**src/rtl/neg_edge_serial_deserializer_if.sv**
```systemverilog
// Serial-in / parallel-out bundle between the serial bit source and the
// deserializer. The master drives the serial side, the slave (deserializer)
// returns the packed word, the completion strobe and the busy flag.
interface neg_edge_serial_deserializer_if #(
    parameter int WIDTH = 4
);
    logic             sin;
    logic             shift_en;
    logic             sync;
    logic [WIDTH-1:0] pout;
    logic             done;
    logic             busy;

    modport master (
        output sin,
        output shift_en,
        output sync,
        input  pout,
        input  done,
        input  busy
    );

    modport slave (
        input  sin,
        input  shift_en,
        input  sync,
        output pout,
        output done,
        output busy
    );
endinterface

```
**src/rtl/neg_edge_serial_deserializer.sv**
```systemverilog
// Negative-edge serial-to-parallel capture stage. Bits arrive MSB first,
// are qualified by shift_en and packed into WIDTH-bit words. A completed
// word is published on pout together with a one-period done strobe; sync
// abandons the partial word and restarts framing. All storage is cleared
// asynchronously by clear and only ever changes on the falling clock edge.
module neg_edge_serial_deserializer #(
    parameter int WIDTH = 4
) (
    input  logic                                 clk,
    input  logic                                 clear,
    neg_edge_serial_deserializer_if.slave        bus
);

    localparam int CW = (WIDTH > 2) ? $clog2(WIDTH) : 1;
    localparam logic [CW-1:0] LAST_CNT = CW'(WIDTH - 1);
    localparam logic [CW-1:0] ONE_CNT  = CW'(1);

    typedef enum logic {
        IDLE  = 1'b0,
        SHIFT = 1'b1
    } state_t;

    state_t           state;
    state_t           state_next;
    logic [WIDTH-1:0] shreg;
    logic [WIDTH-1:0] shreg_next;
    logic [CW-1:0]    cnt;
    logic [CW-1:0]    cnt_next;
    logic [WIDTH-1:0] pout_reg;
    logic [WIDTH-1:0] pout_next;
    logic             done_reg;
    logic             done_next;
    logic [WIDTH-1:0] shifted;
    logic [WIDTH-1:0] fresh;

    // Candidate register contents for an accepted bit: appended to the
    // current word, or starting a brand new word after a restart.
    assign shifted = {shreg[WIDTH-2:0], bus.sin};
    assign fresh   = {{(WIDTH-1){1'b0}}, bus.sin};

    // Falling-edge storage for every state element, cleared asynchronously.
    always_ff @(negedge clk or posedge clear) begin
        if (clear) begin
            state    <= IDLE;
            shreg    <= '0;
            cnt      <= '0;
            pout_reg <= '0;
            done_reg <= 1'b0;
        end else begin
            state    <= state_next;
            shreg    <= shreg_next;
            cnt      <= cnt_next;
            pout_reg <= pout_next;
            done_reg <= done_next;
        end
    end

    // Framing decisions: accept, stall, complete or restart the current word.
    // sin is only looked at on paths where shift_en is high.
    always_comb begin
        state_next = state;
        shreg_next = shreg;
        cnt_next   = cnt;
        pout_next  = pout_reg;
        done_next  = 1'b0;

        unique case (state)
            IDLE: begin
                if (bus.shift_en) begin
                    shreg_next = fresh;
                    cnt_next   = ONE_CNT;
                    state_next = SHIFT;
                end
            end

            SHIFT: begin
                if (bus.sync) begin
                    if (bus.shift_en) begin
                        shreg_next = fresh;
                        cnt_next   = ONE_CNT;
                    end else begin
                        shreg_next = '0;
                        cnt_next   = '0;
                        state_next = IDLE;
                    end
                end else if (bus.shift_en) begin
                    shreg_next = shifted;
                    if (cnt == LAST_CNT) begin
                        pout_next  = shifted;
                        done_next  = 1'b1;
                        cnt_next   = '0;
                        state_next = IDLE;
                    end else begin
                        cnt_next = cnt + ONE_CNT;
                    end
                end
            end

            default: begin
                state_next = IDLE;
            end
        endcase
    end

    assign bus.pout = pout_reg;
    assign bus.done = done_reg;
    assign bus.busy = (state == SHIFT);

endmodule

```
**src/flat_wrapper.sv**
```systemverilog
// flat-port wrapper written by rule: the top's interface ports become plain ports
module neg_edge_serial_deserializer_flat 
#(
    parameter int WIDTH = 4
)
  (clk, clear, bus_sin, bus_shift_en, bus_sync, bus_pout, bus_done, bus_busy);
  neg_edge_serial_deserializer_if #(.WIDTH(WIDTH)) bus_i ();
  input  logic clk;
  input  logic clear;
  input wire logic [$bits(bus_i.sin)-1:0] bus_sin;
  input wire logic [$bits(bus_i.shift_en)-1:0] bus_shift_en;
  input wire logic [$bits(bus_i.sync)-1:0] bus_sync;
  output wire logic [$bits(bus_i.pout)-1:0] bus_pout;
  output wire logic [$bits(bus_i.done)-1:0] bus_done;
  output wire logic [$bits(bus_i.busy)-1:0] bus_busy;
  assign bus_i.sin = bus_sin;
  assign bus_i.shift_en = bus_shift_en;
  assign bus_i.sync = bus_sync;
  assign bus_pout = bus_i.pout;
  assign bus_done = bus_i.done;
  assign bus_busy = bus_i.busy;
  neg_edge_serial_deserializer #(.WIDTH(WIDTH)) u_core (.clk(clk), .clear(clear), .bus(bus_i));
endmodule
```
**config.mk**
```make
export PLATFORM = sky130hd
export DESIGN_NAME = neg_edge_serial_deserializer_flat
export DESIGN_NICKNAME = d
export VERILOG_FILES = /design/src/rtl/neg_edge_serial_deserializer_if.sv /design/src/rtl/neg_edge_serial_deserializer.sv /design/src/flat_wrapper.sv
export SDC_FILE = /design/constraint.sdc
export NUM_CORES = 1
export LEC_CHECK = 0
export BUFFER_PORTS_ARGS = -buffer_cell sky130_fd_sc_hd__buf_2
export CORE_MARGIN = 2
export CORE_UTILIZATION = 25
export CTS_CLUSTER_SIZE = 12
export DETAILED_ROUTE_END_ITERATION = 16
export SLEW_MARGIN = 30
export SYNTH_ARGS = -nofsm -noshare
export SYNTH_HDL_FRONTEND = slang
export SYNTH_SLANG_ARGS = --single-unit
```
**constraint.sdc**
```tcl
create_clock -name clk -period 1.7 [get_ports clk]
set_clock_uncertainty 0.2 [all_clocks]
set_input_delay 0.34 -clock clk [delete_from_list [all_inputs] [get_ports clk]]
set_output_delay 0.34 -clock clk [all_outputs]
set_load 0.01 [all_outputs]
```
==> run summary, run 1 <==
Maxcap violations -> 0
CP required -> 1160 ps
Critical path launch point type -> flip-flop
Antenna violations before repair -> 0
EDFF count, synth -> 0
Share of layout cells above drive strength 1 -> 52.54%
Initial Util -> 27.02%
Post-Synthesis Cells -> 35
Crit path max fanout -> 2
Crit-path max cell delay -> 430 ps
Core area -> 1764 sq um
Layout Area Growth over Synthesis -> 51.97%
Setup violations, final -> 14
Final Hold Fails -> 0
Failing checks -> negative setup slack
FF-to-FF path depth -> 3
Share of flip-flops with an asynchronous set or reset -> 100.0%
Fin. max-slew vios -> 0
Worst r2r src -> u_core.cnt[0]$_DFFE_NP0P_
Synth warnings -> 0
Worst setup slack after layout -> -504.8 ps
Vias in the first global route -> 373
Htree depth -> 1
Syn_nets -> 41
Slew headroom -> 87.39%
Wire per inst -> 11.88 microns
Synthesized flop and latch total -> 11
Diodes inserted -> 0
List of most frequent post-synthesis cells -> 11 x dfrtn_1, 4 x mux2_2, 3 x a22o_1
Critical path's top delay family -> flip-flops
Worst Setup Path Type -> reg -> out
CTS root buf -> clkbuf_4
Avg Vias per Cell -> 4.405
Initial drt markers -> 4
Synth unique cells -> 18
Post-route ant nets -> 0
Filler cell count -> 184
Dpl ws -> -527.7 ps
Reg2reg end -> u_core.bus.pout[3]$_DFFE_NP0P_
Clock sinks -> 11
VDD IR max -> 430.1 uV
Multi-input gate area -> 197.7 sq um
HPWL after DPL -> 642.2 microns
Post-synth top area share -> 57.74%
Global-route wire length before repair -> 1711 microns
Die ar. -> 2272 sq um
R2r setup slk -> 170 ps
IO Pins -> 11
Max reg flops -> 4
Worst EP arrival -> 1660 ps
Syn avg cell area -> 13.62 sq um
PwrDens -> 899.2 nW/um^2
Hold depth -> 1
GR Overflow Total -> 0
Clock buffer depth -> 2
Status -> finished with violations
RSZ-0062 raised after global routing -> true
DRT Wirelength -> 998 microns
Final setup TNS -> -4269 ps
Tightest Pin Transition -> 189.1 ps
FF+latch area -> 275.3 sq um
Clock transition at the registers of the reported paths -> 50 ps
Post-synth top flop -> dfrtn_1
Worst setup EP type -> output pin
Synthesized cell area -> 476.7 sq um
Register area share after synthesis -> 57.74%
Die Width -> 47.67 microns
HP Start -> u_core.bus.pout[0]$_DFFE_NP0P_
Buf/Inv on CP -> 1
Largest net degree at the start of global routing -> 12
Chip height -> 47.67 microns
Row count -> 15
Cells after DPL -> 75
CP max-delay cell -> dfrtn_1
Dominant cells by area after synthesis -> dfrtn_1 58%, mux2_2 9.4%, a22o_1 5.5%, nand4b_4 5.0%, ha_1 2.6%
Gpl congestion -> 0.7109
Pre-antenna DRT Iters -> 4
Worst path cell trace -> buf_6
NumNets Final -> 66
Via Count -> 370
# DRC -> 0
Synth area leader -> dfrtn_1
Hold endpoint -> u_core.bus.pout[0]$_DFFE_NP0P_
Buffers on Ports -> 10
Most frequent cell after synthesis -> dfrtn_1
Hold crit path type -> reg -> reg
Total track usage -> 12.07%
Lkg Pwr -> 0.3874 nW
Finished Layout Cells -> 84
CTS tree -> done
Hold buffer count at CTS -> 0
Insertion delay to the later sink of the worst-skew pair -> 270 ps
CTS Buf Count -> 3
[worst max path at each step]
stage                     cells after the start                      start                             end
after floorplan                               3               bus_shift_en     u_core.shreg[2]$_DFFE_NP0P_
after global placement                        3               bus_shift_en  u_core.bus.pout[2]$_DFFE_NP0P_
after detailed placement                      3               bus_shift_en  u_core.bus.pout[2]$_DFFE_NP0P_
after CTS                                     1  u_core.bus.busy$_DFF_NP0_                        bus_busy
after global routing                          1  u_core.bus.busy$_DFF_NP0_                        bus_busy
final                                         1  u_core.bus.busy$_DFF_NP0_                        bus_busy
[cells by family (layout without fill, tap and decap cells)]
logic type / count (synthesis) / after routing / share of synthesized area [%]
AOI/OAI and AO/OA: 7 / 7 / 11.81
adders and majority gates: 1 / 1 / 2.624
buffers and inverters: 3 / 27 / 2.624
DFF: 11 / 11 / 57.74
muxes: 4 / 4 / 9.448
and+or+nand+nor: 9 / 9 / 15.75
[what timing repair did]
action,CTS,global route
pin swaps,3,1
resized for setup,13,1
setup endpoints to repair,15,15
setup buffers,4,2
[cell type report]
cell class | instances | area share (%)
Sequential cell | 11 | 38.00
Multi-Input combinational cell | 21 | 27.29
Timing Repair Buffer | 21 | 25.73
Tap cell | 25 | 4.318
Clock buffer | 4 | 3.627
Inverter | 2 | 1.036
[power by group]
part	internal, mW	total [mW]	switching [mW]
clock	0.0909	0.178	0.0876
sequential	0.301	0.322	0.0208
combinational	0.0887	0.151	0.0622
total	0.481	0.651	0.171
[stage by stage]
| step | utilization (%) | total power [mW] | cell area, sq um | hold slack [ps] |
|---|---|---|---|---|
| after floorplan | - | 0.4000 | 489.2 | 222.6 |
| after global placement | 34.75 | 0.4559 | 613.1 | 247.2 |
| after detailed placement | 34.75 | 0.4568 | 613.1 | 253.1 |
| after CTS | 40.50 | 0.6607 | 714.4 | 250.5 |
| after global routing | 41.06 | 0.7051 | 724.4 | 276.7 |
| final | 41.06 | 0.6514 | 724.4 | 266.2 |
[routing by layer]
layer / global-route usage [%] / up-vias / share of wire [%]
met3: 3.396 / 7 / 6.0
met5: 0 / - / 0
met1: 13.66 / 172 / 42
li1: - / 177 / -
met4: 14.59 / 0 / 6.4
met2: 16.49 / 14 / 45
[cell usage in the layout (no fill, tap or decap), drive strengths merged]
master,instances
nand4b,2
mux2,4
clkbuf,4
ha,1
dfrtn,11
a22o,3
o211a,1
nand2b,1
nor2b,2
nand3,1
nand2,1
buf,21
inv,2
or2,1
a21oi,1
o21a,1
and3b,1
a21boi,1
Power figures use the tool's default switching activity.
==> inputs of run 2 (changes only) <==
- CORE_MARGIN: 2 -> default
- PLACE_DENSITY_LB_ADDON: default -> 0.25
- SLEW_MARGIN: 30 -> default
==> run 2 against run 1 <==
  * The run still ends with negative setup slack left
  * Utilization shrank 0.64 points
  * First-iteration DRC count down 50%
  * Non-clock buffer count shrank 2
  * Sequential cell count did not move
  * Cell count fell by 2.4%
  * Critical endpoint is now bus_pout[0]
  * Highest routed layer unchanged
==> run summary, run 2 (synthesized netlist as in run 1, its figures left out) <==
VDD IR max -> 404.9 uV (-5.9%)
Final setup TNS -> -4141 ps (+128.6 ps)
Max reg flops -> 4 (unchanged)
Buf/Inv on CP -> 1 (unchanged)
Worst setup EP type -> output pin
PwrDens -> 928.1 nW/um^2 (+3.2%)
Failing checks -> negative setup slack
Crit path launch -> u_core.bus.pout[0]$_DFFE_NP0P_
Buffers on Ports -> 10 (unchanged)
CTS Buf Count -> 3 (unchanged)
Insertion delay to the later sink of the worst-skew pair -> 270 ps (about the same)
Chip height -> 45.67 microns (-4.2%)
CTS root buf -> clkbuf_4
CP required -> 1160 ps (about the same)
Hold crit path type -> reg -> reg
Via Count -> 351 (-5.1%)
Htree depth -> 1 (unchanged)
Clock transition at the registers of the reported paths -> 50 ps (about the same)
Worst EP arrival -> 1680 ps (+20 ps)
NumNets Final -> 64 (-3.0%)
Crit-path max cell delay -> 420 ps (about the same)
Vias in the first global route -> 352 (-5.6%)
Maxcap violations -> 0 (unchanged)
GR Overflow Total -> 0 (unchanged)
Lkg Pwr -> 0.3787 nW (-2.3%)
Initial drt markers -> 2 (-2)
Tightest Pin Transition -> 181.0 ps (-8.079 ps)
Avg Vias per Cell -> 4.280 (-2.8%)
Final Hold Fails -> 0 (unchanged)
Fin. max-slew vios -> 0 (unchanged)
HPWL after DPL -> 660 microns (+2.8%)
DRT Wirelength -> 947 microns (-5.1%)
IO Pins -> 11 (unchanged)
Commonest non-fill, non-tap cell in the layout -> dfrtn_1
Die ar. -> 2085 sq um (-8.2%)
CTS tree -> done
Setup violations, final -> 14 (unchanged)
Critical path launch point type -> flip-flop
Antenna violations before repair -> 0 (unchanged)
# DRC -> 0 (unchanged)
Most frequent cells in the layout -> 11 x dfrtn_1, 8 x buf_2, 4 x buf_4, 4 x buf_6
Die Width -> 45.67 microns (-4.2%)
Status -> finished with violations
Clock sinks -> 11 (unchanged)
Finished Core Util -> 40.43% (-0.64 points)
Worst r2r src -> u_core.cnt[0]$_DFFE_NP0P_
Share of layout cells above drive strength 1 -> 52.63% (+0.089 points)
Largest net degree at the start of global routing -> 12 (unchanged)
Layout Area Growth over Synthesis -> 49.61%
HP Start -> u_core.shreg[2]$_DFFE_NP0P_
Diodes inserted -> 0 (unchanged)
Wire per inst -> 11.55 microns (-2.8%)
Worst setup slack after layout -> -517.8 ps (-13.05 ps)
Pre-antenna DRT Iters -> 4 (unchanged)
Row count -> 15 (unchanged)
Crit path max fanout -> 2 (unchanged)
Worst path cell trace -> buf_2
Global-route wire length before repair -> 1518 microns (-11%)
Worst Setup Path Type -> reg -> out
Clock buffer depth -> 2 (unchanged)
Gpl congestion -> 0.6946 (-2.3%)
Total track usage -> 11.54% (-0.54 points)
CP max-delay cell -> dfrtn_1
RSZ-0062 raised after global routing -> true
Post-route ant nets -> 0 (unchanged)
Critical path's top delay family -> flip-flops
Core area -> 1764 sq um (unchanged)
Slew headroom -> 87.93% (+0.54 points)
Initial Util -> 27.02% (unchanged)
## run 2: changes by cell type in the layout (fill, tap and decap cells not counted)
| cell | change |
|---|---|
| nand2_2 | -1 |
| buf_2 | +1 |
| buf_8 | -1 |
| inv_2 | +1 |
| buf_4 | -2 |
| inv_1 | -1 |
| buf_6 | -1 |
| nand2_4 | +1 |
| buf_12 | +1 |
## run 2: layout make-up
class	count	area [sq um]
multi-input cells	21	202.7
fillers	187	1051
well taps	25	31.28
inverters	2	7.507
flip-flops and latches	11	275.3
repair buffers	19	170.2
clock buffers	4	26.28
## run 2: worst paths after layout
check / cells after the start / endpoint / slack [ps]
worst max register to register: 3 / u_core.bus.pout[1]$_DFFE_NP0P_ / 180
max in group asynchronous: 3 / u_core.shreg[2]$_DFFE_NP0P_ / 570
worst min register to register: 1 / u_core.shreg[2]$_DFFE_NP0P_ / 240
worst min-delay path: 1 / u_core.shreg[2]$_DFFE_NP0P_ / 240
worst max-delay path: 1 / bus_pout[0] / -520
min in group asynchronous: 3 / u_core.bus.done$_DFF_NP0_ / 590
## run 2: power by group
part	internal, mW	leakage, nW	switching (mW)
registers	0.301	0.143	0.0223
logic	0.0965	0.221	0.0655
clock network	0.0907	0.0150	0.0857
## run 2: metal layers
metal	vias up	wire length, microns	global-route usage (%)
li1	170	-	-
met3	2	40	5.952
met2	7	457	19.14
met1	172	441	11.91
met5	-	0	0
met4	0	7	5.455
## run 2: through the flow
stage	setup WS, ps	cells	power (mW)	instance area [sq um]	hold slack [ps]
2_1_floorplan	-326.3	35	0.4000	489.2	222.6
3_3_place_gp	-500.3	73	0.4532	598.1	255.4
3_5_place_dp	-518.3	73	0.4579	598.1	245.4
4_1_cts	-536.4	81	0.6572	700.7	245.1
5_1_grt	-567.6	82	0.7096	713.2	266.9
6_report	-517.8	82	0.6619	713.2	244.0
## run 2: timing repair
item,CTS,global route
setup endpoints to repair,15,16
resized for setup,13,3
pin swaps,3,2
setup buffers,4,2
hold buffers,0,0
